==> src/rtl/sd_pkg.sv <==
`default_nettype none
// ============================================================
// Package : sd_pkg
// Brief   : Shared state encodings and constants for sample playback.
// Revision: 1.0
// ============================================================
package sd_pkg;

    localparam int unsigned C_ST_W = 3;

    localparam logic [C_ST_W-1:0] C_ST_IDLE     = 3'd0;
    localparam logic [C_ST_W-1:0] C_ST_LAUNCH   = 3'd1;
    localparam logic [C_ST_W-1:0] C_ST_PRIME    = 3'd2;
    localparam logic [C_ST_W-1:0] C_ST_PLAY     = 3'd3;
    localparam logic [C_ST_W-1:0] C_ST_STOPPING = 3'd4;

    localparam logic [2:0] DRV_IDLE = 3'b000;

    // Cycles LAUNCH waits for the driver before giving up.
    localparam int unsigned        C_LAUNCH_TIMEOUT = 64;
    localparam int unsigned        C_TO_W           = 7;
    localparam logic [C_TO_W-1:0]  C_TO_LAST        = C_TO_W'(C_LAUNCH_TIMEOUT - 1);

endpackage
`default_nettype wire

==> src/rtl/sample_scaler.sv <==
`default_nettype none
// ============================================================
// Module  : sample_scaler
// Brief   : Registered signed 16x8 gain multiply, output bits [22:7].
// Revision: 1.0
// ============================================================
module sample_scaler (
    input  logic        clk,
    input  logic        rst,
    input  logic [15:0] i_data,
    input  logic [6:0]  i_gain,
    input  logic        i_valid,
    input  logic        i_zero,
    input  logic        i_clear,
    output logic [15:0] o_sample,
    output logic        o_valid
);

    logic signed [23:0] w_prod;
    logic               w_unused_prod;
    logic [15:0]        r_sample;
    logic               r_valid;

    // Gain is zero-extended so it always acts as a positive fraction below 1.
    assign w_prod        = 24'($signed(i_data)) * 24'($signed({1'b0, i_gain}));
    assign w_unused_prod = ^{w_prod[23], w_prod[6:0]};

    always_ff @(posedge clk) begin
        if (rst) begin
            r_sample <= '0;
            r_valid  <= 1'b0;
        end else begin
            r_valid <= i_valid;
            if (i_clear) begin
                r_sample <= '0;
            end else if (i_valid) begin
                r_sample <= i_zero ? 16'h0000 : w_prod[22:7];
            end
        end
    end

    assign o_sample = r_sample;
    assign o_valid  = r_valid;

endmodule
`default_nettype wire

==> src/rtl/sd_sample_player.sv <==
`default_nettype none
// ============================================================
// Module  : sd_sample_player
// Brief   : Note-triggered SD sample playback with FIFO pacing and gain.
// Revision: 1.0
// ============================================================
module sd_sample_player
    import sd_pkg::*;
(
    input  logic        clk,
    input  logic        rst,
    input  logic        note_on,
    input  logic        note_off,
    input  logic [7:0]  note_code,
    input  logic [6:0]  velocity,
    input  logic        sample_tick,
    input  logic [2:0]  drv_state,
    output logic        drv_start,
    output logic        drv_stop,
    output logic [7:0]  drv_sample_code,
    input  logic [15:0] fifo_dout,
    input  logic        fifo_empty,
    output logic        fifo_rd,
    output logic [15:0] sample_out,
    output logic        sample_valid,
    output logic        busy,
    output logic [7:0]  underrun_cnt
);

    logic [C_ST_W-1:0] r_state;
    logic [C_ST_W-1:0] w_state_next;
    logic [7:0]        r_code;
    logic [6:0]        r_vel;
    logic [C_TO_W-1:0] r_to_cnt;
    logic [7:0]        r_underrun_cnt;
    logic              r_pend;
    logic              r_drv_start;
    logic              r_drv_stop;
    logic              r_cap_valid;
    logic              r_cap_zero;

    logic w_drv_busy, w_note, w_to_done, w_scale_valid;
    logic w_drv_start, w_drv_stop, w_fifo_rd, w_cap, w_cap_zero, w_clear;
    logic w_latch, w_underrun, w_pend_set, w_pend_clr;

    assign w_drv_busy = (drv_state != DRV_IDLE);
    assign w_note     = note_on | note_off;
    assign w_to_done  = (r_to_cnt == C_TO_LAST);

    always_ff @(posedge clk) begin
        if (rst) begin
            r_state <= C_ST_IDLE;
        end else begin
            r_state <= w_state_next;
        end
    end

    always_comb begin
        w_state_next = r_state;
        case (r_state)
            C_ST_IDLE: begin
                if (note_on) w_state_next = C_ST_LAUNCH;
            end
            C_ST_LAUNCH: begin
                if (w_note)          w_state_next = C_ST_STOPPING;
                else if (w_drv_busy) w_state_next = C_ST_PRIME;
                else if (w_to_done)  w_state_next = C_ST_IDLE;
            end
            C_ST_PRIME: begin
                if (w_note)                           w_state_next = C_ST_STOPPING;
                else if (sample_tick && !fifo_empty)  w_state_next = C_ST_PLAY;
            end
            C_ST_PLAY: begin
                if (w_note) w_state_next = C_ST_STOPPING;
                else if (sample_tick && fifo_empty && !w_drv_busy) w_state_next = C_ST_IDLE;
            end
            C_ST_STOPPING: begin
                if (!note_on && fifo_empty && !w_drv_busy)
                    w_state_next = r_pend ? C_ST_LAUNCH : C_ST_IDLE;
            end
            default: w_state_next = C_ST_IDLE;
        endcase
    end

    always_comb begin
        w_drv_start = 1'b0;
        w_drv_stop  = 1'b0;
        w_fifo_rd   = 1'b0;
        w_cap       = 1'b0;
        w_cap_zero  = 1'b0;
        w_clear     = 1'b0;
        w_latch     = 1'b0;
        w_underrun  = 1'b0;
        w_pend_set  = 1'b0;
        w_pend_clr  = 1'b0;
        case (r_state)
            C_ST_IDLE: begin
                if (note_on) begin
                    w_latch     = 1'b1;
                    w_drv_start = 1'b1;
                end
            end
            C_ST_LAUNCH, C_ST_PRIME, C_ST_PLAY: begin
                if (note_on) begin
                    w_latch    = 1'b1;
                    w_drv_stop = 1'b1;
                    w_pend_set = 1'b1;
                end else if (note_off) begin
                    w_drv_stop = 1'b1;
                end else if (sample_tick && (r_state != C_ST_LAUNCH)) begin
                    if (!fifo_empty) begin
                        w_fifo_rd = 1'b1;
                        w_cap     = 1'b1;
                    end else if (r_state == C_ST_PLAY) begin
                        if (w_drv_busy) begin
                            w_cap      = 1'b1;
                            w_cap_zero = 1'b1;
                            w_underrun = 1'b1;
                        end else begin
                            w_clear = 1'b1;
                        end
                    end
                end
            end
            C_ST_STOPPING: begin
                w_fifo_rd = !fifo_empty;
                if (note_on) begin
                    w_latch    = 1'b1;
                    w_drv_stop = 1'b1;
                    w_pend_set = 1'b1;
                end else if (fifo_empty && !w_drv_busy && r_pend) begin
                    w_drv_start = 1'b1;
                    w_pend_clr  = 1'b1;
                end
            end
            default: ;
        endcase
    end

    always_ff @(posedge clk) begin
        if (rst) begin
            r_code         <= '0;
            r_vel          <= '0;
            r_to_cnt       <= '0;
            r_underrun_cnt <= '0;
            r_pend         <= 1'b0;
            r_drv_start    <= 1'b0;
            r_drv_stop     <= 1'b0;
            r_cap_valid    <= 1'b0;
            r_cap_zero     <= 1'b0;
        end else begin
            r_drv_start <= w_drv_start;
            r_drv_stop  <= w_drv_stop;
            r_cap_valid <= w_cap;
            r_cap_zero  <= w_cap_zero;
            if (w_latch) begin
                r_code <= note_code;
                r_vel  <= velocity;
            end
            if (w_pend_set) begin
                r_pend <= 1'b1;
            end else if (w_pend_clr) begin
                r_pend <= 1'b0;
            end
            if (w_underrun && (r_underrun_cnt != 8'hFF)) begin
                r_underrun_cnt <= r_underrun_cnt + 8'd1;
            end
            r_to_cnt <= (r_state == C_ST_LAUNCH) ? r_to_cnt + C_TO_W'(1) : '0;
        end
    end

    // An in-flight sample is dropped if the note is stopped or retriggered.
    assign w_scale_valid = r_cap_valid && (r_state == C_ST_PLAY) && !w_note;

    sample_scaler u_scaler (
        .clk      (clk),
        .rst      (rst),
        .i_data   (fifo_dout),
        .i_gain   (r_vel),
        .i_valid  (w_scale_valid),
        .i_zero   (r_cap_zero),
        .i_clear  (w_clear),
        .o_sample (sample_out),
        .o_valid  (sample_valid)
    );

    assign drv_start       = r_drv_start;
    assign drv_stop        = r_drv_stop;
    assign drv_sample_code = r_code;
    assign fifo_rd         = w_fifo_rd;
    assign busy            = (r_state != C_ST_IDLE);
    assign underrun_cnt    = r_underrun_cnt;

endmodule
`default_nettype wire

==> config.mk <==
export PLATFORM = sky130hd
export DESIGN_NAME = sd_sample_player
export DESIGN_NICKNAME = d
export VERILOG_FILES = /design/src/rtl/sd_pkg.sv /design/src/rtl/sample_scaler.sv /design/src/rtl/sd_sample_player.sv
export SDC_FILE = /design/constraint.sdc
export NUM_CORES = 1
export LEC_CHECK = 0
export CORE_UTILIZATION = 26
export CTS_BUF_LIST = sky130_fd_sc_hd__clkbuf_2 sky130_fd_sc_hd__clkbuf_4 sky130_fd_sc_hd__clkbuf_8
export CTS_CLUSTER_DIAMETER = 30
export DETAILED_ROUTE_END_ITERATION = 6
export PLACE_DENSITY_LB_ADDON = 0.08
export REMOVE_ABC_BUFFERS = 1
export SYNTH_ARGS = -nofsm -noshare
export SYNTH_HDL_FRONTEND = slang
export SYNTH_SLANG_ARGS = --single-unit
==> constraint.sdc <==
create_clock -name clk -period 8.7 [get_ports clk]
set_input_delay 1.305 -clock clk [delete_from_list [all_inputs] [get_ports clk]]
set_output_delay 1.305 -clock clk [all_outputs]
set_load 0.03 [all_outputs]
* Yosys cells after proc, flatten, opt, wreduce, memory -nomap -nowiden *
Cells that the tools add are included.

storage, ports and cells
  flip-flop bits (word level) = 55
  output and inout port bits = 37
  word-level logic and storage cells = 101

cells by class
  $add $sub $neg = 2
  multiply operators = 1
  equal/unequal tests = 12
  multiplexer cells = 44
  bitwise logic cells = 4
  reductions and logical operators = 26

operators by type and width
  cell                                            number
  2-to-1 mux 1 bit                                30
  2-to-1 mux 3 bit                                9
  multiplier 16 x 8 -> 23 bit                     1
  2-to-1 mux 16 bit                               1
  one-hot mux 3 bit (5 select lines)              1
  logical AND 1 bit                               11
  OR reduction 5 bit                              2
  adder 8 x 1 -> 8 bit (second input constant)    1
  inequality test 8 bit (second input constant)   1
  adder 7 x 1 -> 7 bit (second input constant)    1
  == test 7 x 6 -> 1 bit (second input constant)  1
  == test 3 x 2 -> 1 bit (second input constant)  2
  inequality test 3 bit (second input constant)   2
  one-hot mux 1 bit (2 select lines)              3
  nonzero test 3 bit                              2
  AND reduction 5 bit                             1
  logical NOT 1 bit                               4
  inequality test 2 bit (second input constant)   2
  inequality test 4 bit (second input constant)   1
  OR reduction 2 bit                              2
  OR reduction 4 bit                              1
  == test 3 x 1 -> 1 bit (second input constant)  1
  == test 3 bit (second input constant)           1
  logical NOT 3 bit                               1
  5 further kinds                                 7

* Logic depth before layout (Yosys ltp) *
  depth after elaboration = 9
  mapped depth = 18
  mapped depth without buffers = 17

* Hierarchy *
Synthesis repeated with hierarchy kept, for this count alone.

second synthesis, totals
  cells, all modules = 717
  area total of the unflattened synthesis = 6,142.1 µm²

by module, submodules not included
  module            times used  cells an instance  area each (µm²)
  sample_scaler     1           516                4,454.3
  sd_sample_player  1           201                1,687.9

* Least setup slack after synthesis *
OpenSTA, ideal clock, no wires.

  path type = input-to-reg
  start point = in fifo_dout[6]
  end point = reg u_scaler.r_sample[15], in the netlist u_scaler.o_sample[15]
  library setup time = 0.117 ns
  arrival = 5.191 ns
  slack = 3.392 ns
  cell stages on the path = 16
  buffers on the path = 0
  path through = nand2_1 -> fa_1 -> inv_1 -> fa_1 -> fa_1 -> inv_1 -> fa_1 -> inv_1 -> ha_1 -> a21o_1 -> o2bb2ai_1 -> a211o_1 -> a41oi_1 -> a21oi_1 -> xnor2_1 -> a22o_1

between the ends
  cells in the longest elaborated chain, start to end = 2

ends and longest elaborated chain
  item                         line                    RTL
  from (decl)                  sd_sample_player.sv:21  input logic [15:0] fifo_dout,
  multiplier 16 x 8 -> 23 bit  sample_scaler.sv:25     assign w_prod = 24'($signed(i_data)) * 24'($signed({1'b0, i_gain}));
  2-to-1 mux 16 bit            sample_scaler.sv:37     r_sample <= i_zero ? 16'h0000 : w_prod[22:7];
  to (signal assigned)         sample_scaler.sv:37
  to (decl)                    sample_scaler.sv:21     logic [15:0] r_sample;

No other way between the ends.
A chain may end at the register's enable or synchronous reset.

* Worst setup path in the final report *
Same ends and word-level chain as after synthesis.

==> results.py <==
metrics = {
    "outcome": {
        "status": "completed",
    },
    "cells_and_area": {
        "drive_above_1_share_pct": 2.45,
        "areaGrowthSynthToFinish_pct": 18.9,
        "stdcell_count": 1060,
        "final_nets": 942,
        "antenna_cells": 0,
        "final_area_sq_um": 7170,
    },
    "synthesis": {
        "avgSynthCellArea_sq_um": 8.48,
        "ys_warn_count": 0,
        "synth_top_cell_by_area": "fa_1",
        "synth-seq-cells": 55,
        "netlist_area_sq_um": 6030,
        "synth_most_common_cell": "inv_1",
        "synth_edf_count": 0,
        "synth.top_cells.by_count": "inv_1, nand2_1, fa_1, and2_1, dfxtp_1",
        "ys_async_sr_fraction_pct": 0,
        "seq_area_frac_synth_pct": 18.3,
        "synth_cell_types": 48,
        "ys.flop_type": "dfxtp_1",
        "ys_top_cells_by_area": "fa_1, dfxtp_1, ha_1",
        "synthCells": 711,
        "synth_top_area_share_pct": 27.6,
    },
    "cts": {
        "cts_resized": 0,
        "cts_setup_buffers": 0,
        "numClockSinks": 55,
        "cts-root-buf": "clkbuf_8",
        "cts.hold.buffers_added": 0,
        "cts_tree": "done",
        "htree_num_levels": 2,
        "cts_buffers": 5,
        "clk_pin_slew_ns": 0.10,
        "clock_latency_ns": 0.31,
        "clk_path_buf_depth": 2,
    },
    "routing": {
        "wl_mm": 15.2,
        "via_count": 4736,
        "dr_wl_met2_mm": 6.88,
        "vias_per_cell": 4.47,
        "route.met3.wl_microns": 686,
        "detail-route-antenna-nets": 0,
        "highest_layer": "met4",
        "drtIter0Drc": 149,
        "detail_route.wl_per_cell_microns": 14.4,
        "wl_met1_mm": 7.56,
        "drc": 0,
        "drt_first_pass_iters": 4,
    },
    "place": {
        "placed_area_sq_um": 7080,
        "dp_hpwl_mm": 12.3,
        "numPortBuffers": 76,
        "post-place-cells": 1052,
        "place.gp.congestion": 0.767,
    },
    "floorplanning": {
        "start_util_pct": 26.6,
        "row_count": 55,
        "dieArea_sq_um": 23800,
        "dieHeight_microns": 154,
        "fp.coreArea_sq_um": 22700,
        "die_w_microns": 154,
        "num_io_pins": 77,
    },
    "worst_setup_path": {
        "cp_max_fo": 7,
        "critPathMostFrequentCell": "fa_1",
        "critPathSlowestCell": "clkdlybuf4s50_1",
        "path_cells": "clkdlybuf4s50_1 -> nand2_1 -> fa_1 -> inv_1 -> fa_1 -> fa_1 -> inv_1 -> fa_1 -> inv_1 -> ha_1 -> a21o_1 -> o2bb2ai_1 -> a211o_1 -> a41oi_1 -> a21oi_1 -> xnor2_1 -> a22o_1",
        "path_buf_inv": 4,
        "crit_path_start_kind": "primary input",
        "cpPeakStageDelay_ns": 0.60,
        "path_delay_family": "adder cells",
        "critPathKind": "in -> reg",
        "crit_required_ns": 8.91,
        "cp-end-kind": "flip-flop",
        "arrival_ns": 6.17,
    },
    "global_routing": {
        "grt_pass1_wl_mm": 26.7,
        "grt-ovfl-total": 0,
        "antenna_found_initial": 0,
        "grt_max_degree": 35,
        "grt_usage_pct": 13.9,
        "grt_pass1_vias": 5134,
    },
    "power_and_ir_drop": {
        "leakagePower_uw": 0.00320,
        "powerDensity_nw_per_um2": 110,
        "ir_drop_mv": 0.0641,
    },
    "sta": {
        "clock.fmax_mhz": 168,
        "slew_headroom_pct": 37.1,
        "setup_viol": 0,
        "hold_viol_final": 0,
        "setup-tns-final_ns": 0,
        "min_period_ns": 5.96,
        "worstMarginPinSlew_ns": 0.942,
        "rsz0062_at_grt": "no",
        "min_period_over_period_pct": 68.6,
        "finalMaxSlewViolations": 0,
        "finClkSkew_ns": 0.0129,
    },
    "run": {
        "cap_violations": 0,
    },
    "min_path": {
        "worstHoldPathType": "reg -> reg",
    },
}
==> state kept, by name, summed over array words and instances (netlist names) <==
| register | flops |
|---|---|
| r_pend | 1 |
| drv_start | 1 |
| u_scaler.o_sample | 16 |
| r_to_cnt | 7 |
| u_scaler.o_valid | 1 |
| drv_stop | 1 |
| r_cap_zero | 1 |
| underrun_cnt | 8 |
| r_state | 3 |
| r_cap_valid | 1 |
| r_vel | 7 |
| drv_sample_code | 8 |
==> layout make-up <==
| type | instances | area (sq um) |
|---|---|---|
| multi-input combinational | 512 | 4390 |
| tap | 285 | 357 |
| timing repair buffer | 77 | 768 |
| inverter | 123 | 462 |
| clock inverter | 3 | 25.0 |
| fill | 2414 | 15500 |
| clock buffer | 5 | 68.8 |
| sequential | 55 | 1100 |
==> worst reg2reg max path, cell delays in order, from the launching register on <==
cell and delay (ns):
dfxtp_1 0.94, nand2_1 0.20, fa_1 0.59, inv_1 0.05
fa_1 0.47, fa_1 0.55, inv_1 0.06, fa_1 0.54
inv_1 0.04, ha_1 0.34, a21o_1 0.21, o2bb2ai_1 0.13
a211o_1 0.29, a41oi_1 0.37, a21oi_1 0.15, xnor2_1 0.15
a22o_1 0.19
==> per-layer routing <==
layer | vias to the layer above | track usage, %
met5 | - | 0
met4 | 0 | 1.89
met3 | 11 | 2.66
met2 | 82 | 23.0
met1 | 2289 | 19.1
li1 | 2354 | -
==> where the power goes <==
| part | internal (uW) | switching, uW |
|---|---|---|
| Combinational | 152 | 213 |
| Clock | 57.8 | 89.1 |
| Sequential | 260 | 19.5 |
==> cells by family after synthesis <==
logic type	after synthesis	share of synthesized area, %
muxes	1	0.166
xor gates and xnor gates	31	4.50
buffers and inverters	144	8.98
AOI/OAI and AO/OA	100	10.2
DFF	55	18.3
and+or+nand+nor	252	21.0
adders and majority gates	128	36.9
==> layout by cell type, fill, tap and decap left out, types with 4 or more instances in the layout <==
cell type	n
a211oi_1	6
a21o_1	9
a21oi_1	39
and2_1	76
clkbuf_8	5
clkdlybuf4s50_1	76
dfxtp_1	55
fa_1	83
ha_1	45
inv_1	123
nand2_1	89
nand3_1	17
nand4_1	4
nor2_1	34
nor3_1	8
o21ai_0	22
o21bai_1	4
or3_1	5
xnor2_1	19
xor2_1	12
==> through the flow <==
stage                     hold slack [ns]  utilization, %  total power, uW  setup WS (ns)
after floorplan                     0.430               -              533           3.39
after global placement              0.443            31.2              653           2.44
after detailed placement            0.446            31.2              651           2.41
after CTS                           0.463            31.6              810           2.71
after global routing                0.483            31.6              877           2.36
final                               0.458            31.6              791           2.74
==> worst paths after layout <==
check | start | to | slack (ns) | cells past startpoint
min reg2reg | drv_sample_code[2]$_SDFFE_PP0P_ | drv_sample_code[2]$_SDFFE_PP0P_ | 0.46 | 2
max | fifo_dout[6] | u_scaler.o_sample[15]$_SDFFE_PP0P_ | 2.74 | 17
min | drv_sample_code[2]$_SDFFE_PP0P_ | drv_sample_code[2]$_SDFFE_PP0P_ | 0.46 | 2
max reg2reg | r_vel[4]$_SDFFE_PP0P_ | u_scaler.o_sample[15]$_SDFFE_PP0P_ | 3.32 | 16
Note: power is estimated with default switching activity, not from simulation.
